File: src/rtl/timex_bus_if.sv
// Z80 edge-connector bus and paging-controller outputs as seen inside the CPLD.
// master = bus/CPU side, slave = timex_paging_ctrl.
interface timex_bus_if #(
    parameter int unsigned TRAP_COUNT = 2
);
    logic [15:0]           A;
    logic                  nMREQ;
    logic                  nIORQ;
    logic                  nRD;
    logic                  nWR;
    logic                  nM1;
    logic                  nRFSH;
    logic                  D0;
    logic                  D1;
    logic                  nZX_ROMCS;
    logic                  nROM_CS;
    logic                  nRAM_CS;
    logic                  LS273;
    logic                  nLS244;
    logic                  PAGED;
    logic [TRAP_COUNT-1:0] TRAP_HIT;
    logic [7:0]            PAGEIN_CNT;

    modport master (
        output A, nMREQ, nIORQ, nRD, nWR, nM1, nRFSH, D0, D1,
        input  nZX_ROMCS, nROM_CS, nRAM_CS, LS273, nLS244, PAGED, TRAP_HIT, PAGEIN_CNT
    );

    modport slave (
        input  A, nMREQ, nIORQ, nRD, nWR, nM1, nRFSH, D0, D1,
        output nZX_ROMCS, nROM_CS, nRAM_CS, LS273, nLS244, PAGED, TRAP_HIT, PAGEIN_CNT
    );
endinterface

File: src/rtl/timex_paging_ctrl.sv
// Clocked Timex FDD paging controller: M1 trap page-in, exit-address page-out, chip selects.
// Optional feature macro SOFT_PAGE_CTRL_EN adds a control port at IO_PORT+1 (force-out, trap inhibit).
module timex_paging_ctrl #(
    parameter int unsigned              TRAP_COUNT   = 2,
    parameter logic [TRAP_COUNT*16-1:0] TRAP_ADDRS   = {16'h0008, 16'h0000},
    parameter logic [15:0]              PAGEOUT_ADDR = 16'h0604,
    parameter int unsigned              ROM_AW       = 12,
    parameter logic [15:0]              RAM_BASE     = 16'h2000,
    parameter int unsigned              RAM_AW       = 11,
    parameter logic [7:0]               IO_PORT      = 8'h3F,
    parameter int unsigned              SYNC_STAGES  = 2
) (
    input logic        CLK,
    input logic        RST,
    timex_bus_if.slave bus
);

    // Window widths must fit the decoded regions they echo within.
    if (SYNC_STAGES < 2) begin : g_bad_sync
        $error("SYNC_STAGES must be at least 2");
    end
    if ((32'd1 << ROM_AW) > 32'(RAM_BASE) || 32'(RAM_BASE) > 32'h4000) begin : g_bad_rom
        $error("ROM window does not fit below RAM_BASE");
    end
    if ((32'd1 << RAM_AW) > (32'h4000 - 32'(RAM_BASE))) begin : g_bad_ram
        $error("RAM window does not fit in RAM_BASE..0x3FFF");
    end

    typedef enum logic {ST_OUT, ST_IN} state_t;

    state_t                  state;
    logic                    paged;
    logic                    zx_romcs_n;
    logic [TRAP_COUNT-1:0]   trap_hit;
    logic [7:0]              pagein_cnt;

    logic [SYNC_STAGES-1:0]  mreq_sync;
    logic [SYNC_STAGES-1:0]  m1_sync;
    logic [SYNC_STAGES-1:0]  rfsh_sync;
    logic                    mreq_d;
    logic                    armed;
    logic                    pend_in;
    logic                    pend_out;
    logic [TRAP_COUNT-1:0]   trap_lat;

    logic                    mreq_s;
    logic                    m1_s;
    logic                    rfsh_s;
    logic                    cycle_end;
    logic                    trap_any;
    logic [TRAP_COUNT-1:0]   trap_onehot;
    logic                    force_out;
    logic                    traps_en;

    assign mreq_s    = mreq_sync[SYNC_STAGES-1];
    assign m1_s      = m1_sync[SYNC_STAGES-1];
    assign rfsh_s    = rfsh_sync[SYNC_STAGES-1];
    assign cycle_end = mreq_s & ~mreq_d;

    // Lowest matching trap index wins.
    always_comb begin
        trap_onehot = '0;
        trap_any    = 1'b0;
        for (int unsigned i = 0; i < TRAP_COUNT; i++) begin
            if (!trap_any && bus.A == TRAP_ADDRS[i*16 +: 16]) begin
                trap_onehot[i] = 1'b1;
                trap_any       = 1'b1;
            end
        end
    end

    // Sync chains reset low and armed stays clear until a synced nMREQ high is seen,
    // so a bus cycle already in flight at reset release cannot page in.
    always_ff @(posedge CLK) begin
        if (RST) begin
            state      <= ST_OUT;
            paged      <= 1'b0;
            zx_romcs_n <= 1'b0;
            trap_hit   <= '0;
            pagein_cnt <= '0;
            mreq_sync  <= '0;
            m1_sync    <= '0;
            rfsh_sync  <= '0;
            mreq_d     <= 1'b0;
            armed      <= 1'b0;
            pend_in    <= 1'b0;
            pend_out   <= 1'b0;
            trap_lat   <= '0;
        end else begin
            mreq_sync <= {mreq_sync[SYNC_STAGES-2:0], bus.nMREQ};
            m1_sync   <= {m1_sync[SYNC_STAGES-2:0], bus.nM1};
            rfsh_sync <= {rfsh_sync[SYNC_STAGES-2:0], bus.nRFSH};
            mreq_d    <= mreq_s;
            if (mreq_s) begin
                armed <= 1'b1;
            end

            if (force_out) begin
                state      <= ST_OUT;
                paged      <= 1'b0;
                zx_romcs_n <= 1'b0;
            end else if (cycle_end) begin
                pend_in  <= 1'b0;
                pend_out <= 1'b0;
                if (pend_in) begin
                    state      <= ST_IN;
                    paged      <= 1'b1;
                    zx_romcs_n <= 1'b1;
                    trap_hit   <= trap_lat;
                    if (state == ST_OUT && pagein_cnt != 8'hFF) begin
                        pagein_cnt <= pagein_cnt + 8'd1;
                    end
                end else if (pend_out && state == ST_IN) begin
                    state      <= ST_OUT;
                    paged      <= 1'b0;
                    zx_romcs_n <= 1'b0;
                end
            end else if (!mreq_s && rfsh_s && armed) begin
                if (!m1_s && trap_any && traps_en) begin
                    pend_in  <= 1'b1;
                    trap_lat <= trap_onehot;
                end
                if (bus.A == PAGEOUT_ADDR) begin
                    pend_out <= 1'b1;
                end
            end
        end
    end

`ifdef SOFT_PAGE_CTRL_EN
    logic [SYNC_STAGES-1:0] iorq_sync;
    logic [SYNC_STAGES-1:0] wr_sync;
    logic                   iorq_d;
    logic                   pend_ctrl;
    logic [1:0]             ctrl_data;
    logic                   inhibit;
    logic                   io_end;

    assign io_end = iorq_sync[SYNC_STAGES-1] & ~iorq_d;

    always_ff @(posedge CLK) begin
        if (RST) begin
            iorq_sync <= '1;
            wr_sync   <= '1;
            iorq_d    <= 1'b1;
            pend_ctrl <= 1'b0;
            ctrl_data <= '0;
            inhibit   <= 1'b0;
        end else begin
            iorq_sync <= {iorq_sync[SYNC_STAGES-2:0], bus.nIORQ};
            wr_sync   <= {wr_sync[SYNC_STAGES-2:0], bus.nWR};
            iorq_d    <= iorq_sync[SYNC_STAGES-1];
            if (io_end) begin
                pend_ctrl <= 1'b0;
                if (pend_ctrl) begin
                    inhibit <= ctrl_data[1];
                end
            end else if (!iorq_sync[SYNC_STAGES-1] && !wr_sync[SYNC_STAGES-1] &&
                         bus.A[7:0] == IO_PORT + 8'd1) begin
                pend_ctrl <= 1'b1;
                ctrl_data <= {bus.D1, bus.D0};
            end
        end
    end

    assign force_out = io_end & pend_ctrl & ctrl_data[0];
    assign traps_en  = ~inhibit;
`else
    logic unused_data;
    assign unused_data = &{1'b0, bus.D0, bus.D1};
    assign force_out   = 1'b0;
    assign traps_en    = 1'b1;
`endif

    logic rom_win;
    logic ram_win;
    logic port_hit;

    assign rom_win  = (bus.A < RAM_BASE) && (bus.A[15:14] == 2'b00);
    assign ram_win  = (bus.A >= RAM_BASE) && (bus.A <= 16'h3FFF);
    assign port_hit = (bus.A[7:0] == IO_PORT);

    assign bus.nROM_CS    = ~(paged & ~bus.nMREQ & rom_win);
    assign bus.nRAM_CS    = ~(paged & ~bus.nMREQ & ram_win);
    assign bus.LS273      = ~bus.nIORQ & ~bus.nWR & port_hit;
    assign bus.nLS244     = ~(~bus.nIORQ & ~bus.nRD & port_hit);
    assign bus.nZX_ROMCS  = zx_romcs_n;
    assign bus.PAGED      = paged;
    assign bus.TRAP_HIT   = trap_hit;
    assign bus.PAGEIN_CNT = pagein_cnt;

endmodule
File: src/flat_wrapper.sv
// flat-port wrapper written by rule: the top's interface ports become plain ports
module timex_paging_ctrl_flat 
#(
    parameter int unsigned              TRAP_COUNT   = 2,
    parameter logic [TRAP_COUNT*16-1:0] TRAP_ADDRS   = {16'h0008, 16'h0000},
    parameter logic [15:0]              PAGEOUT_ADDR = 16'h0604,
    parameter int unsigned              ROM_AW       = 12,
    parameter logic [15:0]              RAM_BASE     = 16'h2000,
    parameter int unsigned              RAM_AW       = 11,
    parameter logic [7:0]               IO_PORT      = 8'h3F,
    parameter int unsigned              SYNC_STAGES  = 2
)
  (CLK, RST, bus_A, bus_nMREQ, bus_nIORQ, bus_nRD, bus_nWR, bus_nM1, bus_nRFSH, bus_D0, bus_D1, bus_nZX_ROMCS, bus_nROM_CS, bus_nRAM_CS, bus_LS273, bus_nLS244, bus_PAGED, bus_TRAP_HIT, bus_PAGEIN_CNT);
  timex_bus_if #(.TRAP_COUNT(TRAP_COUNT)) bus_i ();
  input logic CLK;
  input logic RST;
  input wire logic [$bits(bus_i.A)-1:0] bus_A;
  input wire logic [$bits(bus_i.nMREQ)-1:0] bus_nMREQ;
  input wire logic [$bits(bus_i.nIORQ)-1:0] bus_nIORQ;
  input wire logic [$bits(bus_i.nRD)-1:0] bus_nRD;
  input wire logic [$bits(bus_i.nWR)-1:0] bus_nWR;
  input wire logic [$bits(bus_i.nM1)-1:0] bus_nM1;
  input wire logic [$bits(bus_i.nRFSH)-1:0] bus_nRFSH;
  input wire logic [$bits(bus_i.D0)-1:0] bus_D0;
  input wire logic [$bits(bus_i.D1)-1:0] bus_D1;
  output wire logic [$bits(bus_i.nZX_ROMCS)-1:0] bus_nZX_ROMCS;
  output wire logic [$bits(bus_i.nROM_CS)-1:0] bus_nROM_CS;
  output wire logic [$bits(bus_i.nRAM_CS)-1:0] bus_nRAM_CS;
  output wire logic [$bits(bus_i.LS273)-1:0] bus_LS273;
  output wire logic [$bits(bus_i.nLS244)-1:0] bus_nLS244;
  output wire logic [$bits(bus_i.PAGED)-1:0] bus_PAGED;
  output wire logic [$bits(bus_i.TRAP_HIT)-1:0] bus_TRAP_HIT;
  output wire logic [$bits(bus_i.PAGEIN_CNT)-1:0] bus_PAGEIN_CNT;
  assign bus_i.A = bus_A;
  assign bus_i.nMREQ = bus_nMREQ;
  assign bus_i.nIORQ = bus_nIORQ;
  assign bus_i.nRD = bus_nRD;
  assign bus_i.nWR = bus_nWR;
  assign bus_i.nM1 = bus_nM1;
  assign bus_i.nRFSH = bus_nRFSH;
  assign bus_i.D0 = bus_D0;
  assign bus_i.D1 = bus_D1;
  assign bus_nZX_ROMCS = bus_i.nZX_ROMCS;
  assign bus_nROM_CS = bus_i.nROM_CS;
  assign bus_nRAM_CS = bus_i.nRAM_CS;
  assign bus_LS273 = bus_i.LS273;
  assign bus_nLS244 = bus_i.nLS244;
  assign bus_PAGED = bus_i.PAGED;
  assign bus_TRAP_HIT = bus_i.TRAP_HIT;
  assign bus_PAGEIN_CNT = bus_i.PAGEIN_CNT;
  timex_paging_ctrl #(.TRAP_COUNT(TRAP_COUNT), .TRAP_ADDRS(TRAP_ADDRS), .PAGEOUT_ADDR(PAGEOUT_ADDR), .ROM_AW(ROM_AW), .RAM_BASE(RAM_BASE), .RAM_AW(RAM_AW), .IO_PORT(IO_PORT), .SYNC_STAGES(SYNC_STAGES)) u_core (.CLK(CLK), .RST(RST), .bus(bus_i));
endmodule
File: config.mk
export PLATFORM = sky130hd
export DESIGN_NAME = timex_paging_ctrl_flat
export DESIGN_NICKNAME = d
export VERILOG_FILES = /design/src/rtl/timex_bus_if.sv /design/src/rtl/timex_paging_ctrl.sv /design/src/flat_wrapper.sv
export SDC_FILE = /design/constraint.sdc
export NUM_CORES = 1
export LEC_CHECK = 0
export CORE_AREA = 4 4 56 58
export CTS_CLUSTER_SIZE = 40
export DETAILED_ROUTE_END_ITERATION = 8
export DIE_AREA = 0 0 60 62
export GPL_ROUTABILITY_DRIVEN = 0
export HOLD_SLACK_MARGIN = 0.05
export PLACE_DENSITY = 0.8
export SYNTH_ARGS = -nofsm -noshare
export SYNTH_HDL_FRONTEND = slang
export SYNTH_SLANG_ARGS = --single-unit
File: constraint.sdc
create_clock -name CLK -period 4.03 [get_ports CLK]
set_input_delay 0.806 -clock CLK [delete_from_list [all_inputs] [get_ports CLK]]
set_output_delay 0.806 -clock CLK [all_outputs]
set_load 0.005 [all_outputs]
==> metrics.txt <==
part of the cycle the worst path needs around four fifths; ANT cells 0; post-synthesis cell count 105; # Max-Cap Violations 0; initial antenna violation count 0; # DRC 0; fill count around 260; Max rail drop VDD roughly 0.18 mV; hold buffer count at cts 0; startpoint types input pin; hpwl dp 1.820 mm; CP max FO 2; pwr/cell area 253.8 mW/mm²; via count about 900; # Post-CTS Setup Buffers 0; Setup-failing EPs final 0; total core area between 0.002 and 0.003 mm²; Die ar. approximately 0.0037 mm²; Starting Density 38.49%; post-synth cell types between 40 and 50; Combinational Power Share 9.6%; Final nets approximately 170; Mapped Nets roughly 130; first-pass GRT wire length between 3 and 4 mm; setup TNS 0 ns; Worst EP required 3.22 ns; Period minus WS final approximately 3.2 ns; Storage cell area roughly 460 µm²; Syn-to-layout area delta 43.35%; Clock power frac 28.0%; Setup crit end kind output port; Port-buffer cells 39; First-pass DRT Iterations 4; Switching Share about 22%; Root Driver clkbuf_4; kind of critical path input pin to output port; Static Leak 0.5029 nW; Max Clock Freq between 0.3 and 0.4 GHz; commonest non-fill, non-tap cell in the layout clkdlybuf4s50_1; final hold viol count 0; design area approximately 0.0015 mm²; Fin Clk Skew 0.001836 ns; internal power roughly 0.29 mW; outcome completed; CTS Buf Count 3; Final ANT Viol Nets 0; vias in the first global route 938; cell area after synthesis 0.001025 mm²; Max Root-Sink Buffers 2; vias per cell 5.188; Syn. warnings 0; Final Max Slew Viols 0; GRT Total Usage about 14%; Mapped Avg Cell Area between 9 and 10 µm²; Die X roughly 60 µm; Sink Count 23; post-synthesis register bit count 23; final WL 2.320 mm; RSZ-0062 raised after global routing false; area occupied by multi-input gates roughly 540 µm²; num rows 19; average wire per standard cell ~13 µm; Worst-Margin Slew roughly 0.85 ns; Worst slew margin 43.19%; share of layout cells above drive strength 1 between 10% and 20%; clk_lat worst skew 0.30 ns; HP Class flip-flop to flip-flop; Die H 62 µm; commonest non-fill, non-tap cells in the layout 39 x clkdlybuf4s50_1, 23 x dfxtp_1, 9 x nand2_1, 9 x nor2_1, 9 x nor2b_1; area post-placement ~0.0014 mm²; critical path arrival ~2.4 ns; largest net degree at the start of global routing 24; Post-CTS Resized 0; CTS tree yes; DR iter-0 viols 16; total I/O pin count 42; H-tree depth 1; Sequential Power Share just over 60%; Clock transition at path regs between 0.1 and 0.15 ns; total gr overflow 0; Seq/Total Area, Yosys around 45%; NetSw 0.08048 mW
per-stage QoR:
| stage | util (%) | total power, mW | instances | worst slack, ns | hold slack, ns |
|---|---|---|---|---|---|
| detailed placement | 54.04 | 0.2733 | 172 | 0.7494 | 0.4368 |
| global route | 55.17 | 0.3936 | 176 | 0.6139 | 0.4756 |
| CTS | 55.17 | 0.3807 | 176 | 0.7493 | 0.4641 |
| finish | 55.17 | 0.3728 | 176 | 0.7838 | 0.4608 |
| global placement | 54.04 | 0.2722 | 172 | 0.8266 | 0.4198 |
| floorplan | - | 0.2458 | 105 | 1.752 | 0.4138 |
cell families after synthesis:
group / share of synthesized area [%]
AO/OA/AOI/OAI: 11.23
buffers and inverters: 2.198
XOR/XNOR: 3.419
adder cells (fa/ha/maj): 1.221
multiplexers: 0.9768
AND/OR/NAND/NOR: 36.02
flip-flops: 44.93
area by class of cell:
| cell class | count | area share (%) |
|---|---|---|
| Clock inverter | 1 | 0.5111 |
| Inverter | 2 | 0.5111 |
| Timing Repair Buffer | 39 | 26.58 |
| Multi-Input combinational cell | 77 | 36.88 |
| Tap cell | 31 | 2.641 |
| Clock buffer | 3 | 1.533 |
| Sequential cell | 23 | 31.35 |
path summary, 6_finish.rpt:
kind / start / endpoint / slack (ns) / depth (start not counted)
worst max-delay path: bus_A[5] / bus_nLS244 / 0.78 / 6
worst min-delay path: u_core.m1_sync[0]$_SDFF_PP0_ / u_core.m1_sync[1]$_SDFF_PP0_ / 0.46 / 1
worst max register to register: u_core.bus.PAGEIN_CNT[0]$_SDFFE_PP0P_ / u_core.bus.PAGEIN_CNT[5]$_SDFFE_PP0P_ / 2.58 / 5
worst min register to register: u_core.m1_sync[0]$_SDFF_PP0_ / u_core.m1_sync[1]$_SDFF_PP0_ / 0.46 / 1
synth_stat cells:
cell type,number,area (µm²)
dfxtp_1,23,460.4
nand2_1,9,33.78
nor2_1,9,33.78
nor2b_1,9,56.30
a21oi_1,7,35.03
nand3_1,4,20.02
xor2_1,3,26.28
and4_1,2,17.52
inv_1,2,7.510
nand4_1,2,12.51
nor3_1,2,10.01
nor3_2,2,20.02
nor4_1,2,12.51
a21bo_2,1,10.01
a41oi_1,1,8.760
and2_1,1,6.260
and3_1,1,6.260
and4b_1,1,10.01
and4bb_4,1,16.27
buf_1,1,3.750
buf_4,1,7.510
clkbuf_1,1,3.750
ha_1,1,12.51
mux2i_1,1,10.01
nand2b_1,1,6.260
nand3_4,1,17.52
nand4_2,1,12.51
nand4b_1,1,8.760
nor2_2,1,6.260
nor3b_1,1,7.510
nor3b_2,1,12.51
nor4_2,1,12.51
nor4b_1,1,8.760
nor4b_2,1,15.01
o2111ai_1,1,8.760
o211ai_1,1,7.510
o21ai_2,1,8.760
o221a_1,1,11.26
o311ai_2,1,16.27
o41ai_1,1,8.760
or2_2,1,6.260
xnor2_1,1,8.760
registers in the layout, summed over array words and instances (netlist names):
register,flops
u_core.mreq_d,1
u_core.mreq_sync,2
u_core.bus.PAGEIN_CNT,8
u_core.state,1
u_core.bus.TRAP_HIT,2
u_core.pend_in,1
u_core.armed,1
u_core.rfsh_sync,2
u_core.pend_out,1
u_core.m1_sync,2
u_core.trap_lat,2
power groups by stage:
stage | sequential, mW | combinational, mW | clock, mW
2_1_floorplan | 0.237 | 0.00888 | 0
3_3_place_gp | 0.237 | 0.0350 | 0
3_5_place_dp | 0.237 | 0.0359 | 0
4_1_cts | 0.232 | 0.0363 | 0.112
5_1_grt | 0.233 | 0.0386 | 0.122
6_report | 0.232 | 0.0360 | 0.105
routing by layer:
layer	GRT usage [%]	vias to the layer above	wire length (µm)
li1	-	467	-
met1	15.53	414	973
met2	24.69	32	1105
met3	3.719	0	241
met4	4.747	0	0
met5	0	-	0
critical path: stages:
cell             delay (ns)
clkdlybuf4s50_1        0.49
nand4b_1               0.11
nor3_1                 0.16
nand4_1                0.13
or2_2                  0.28
clkdlybuf4s50_1        0.45
Power figures use the tool's default switching activity.
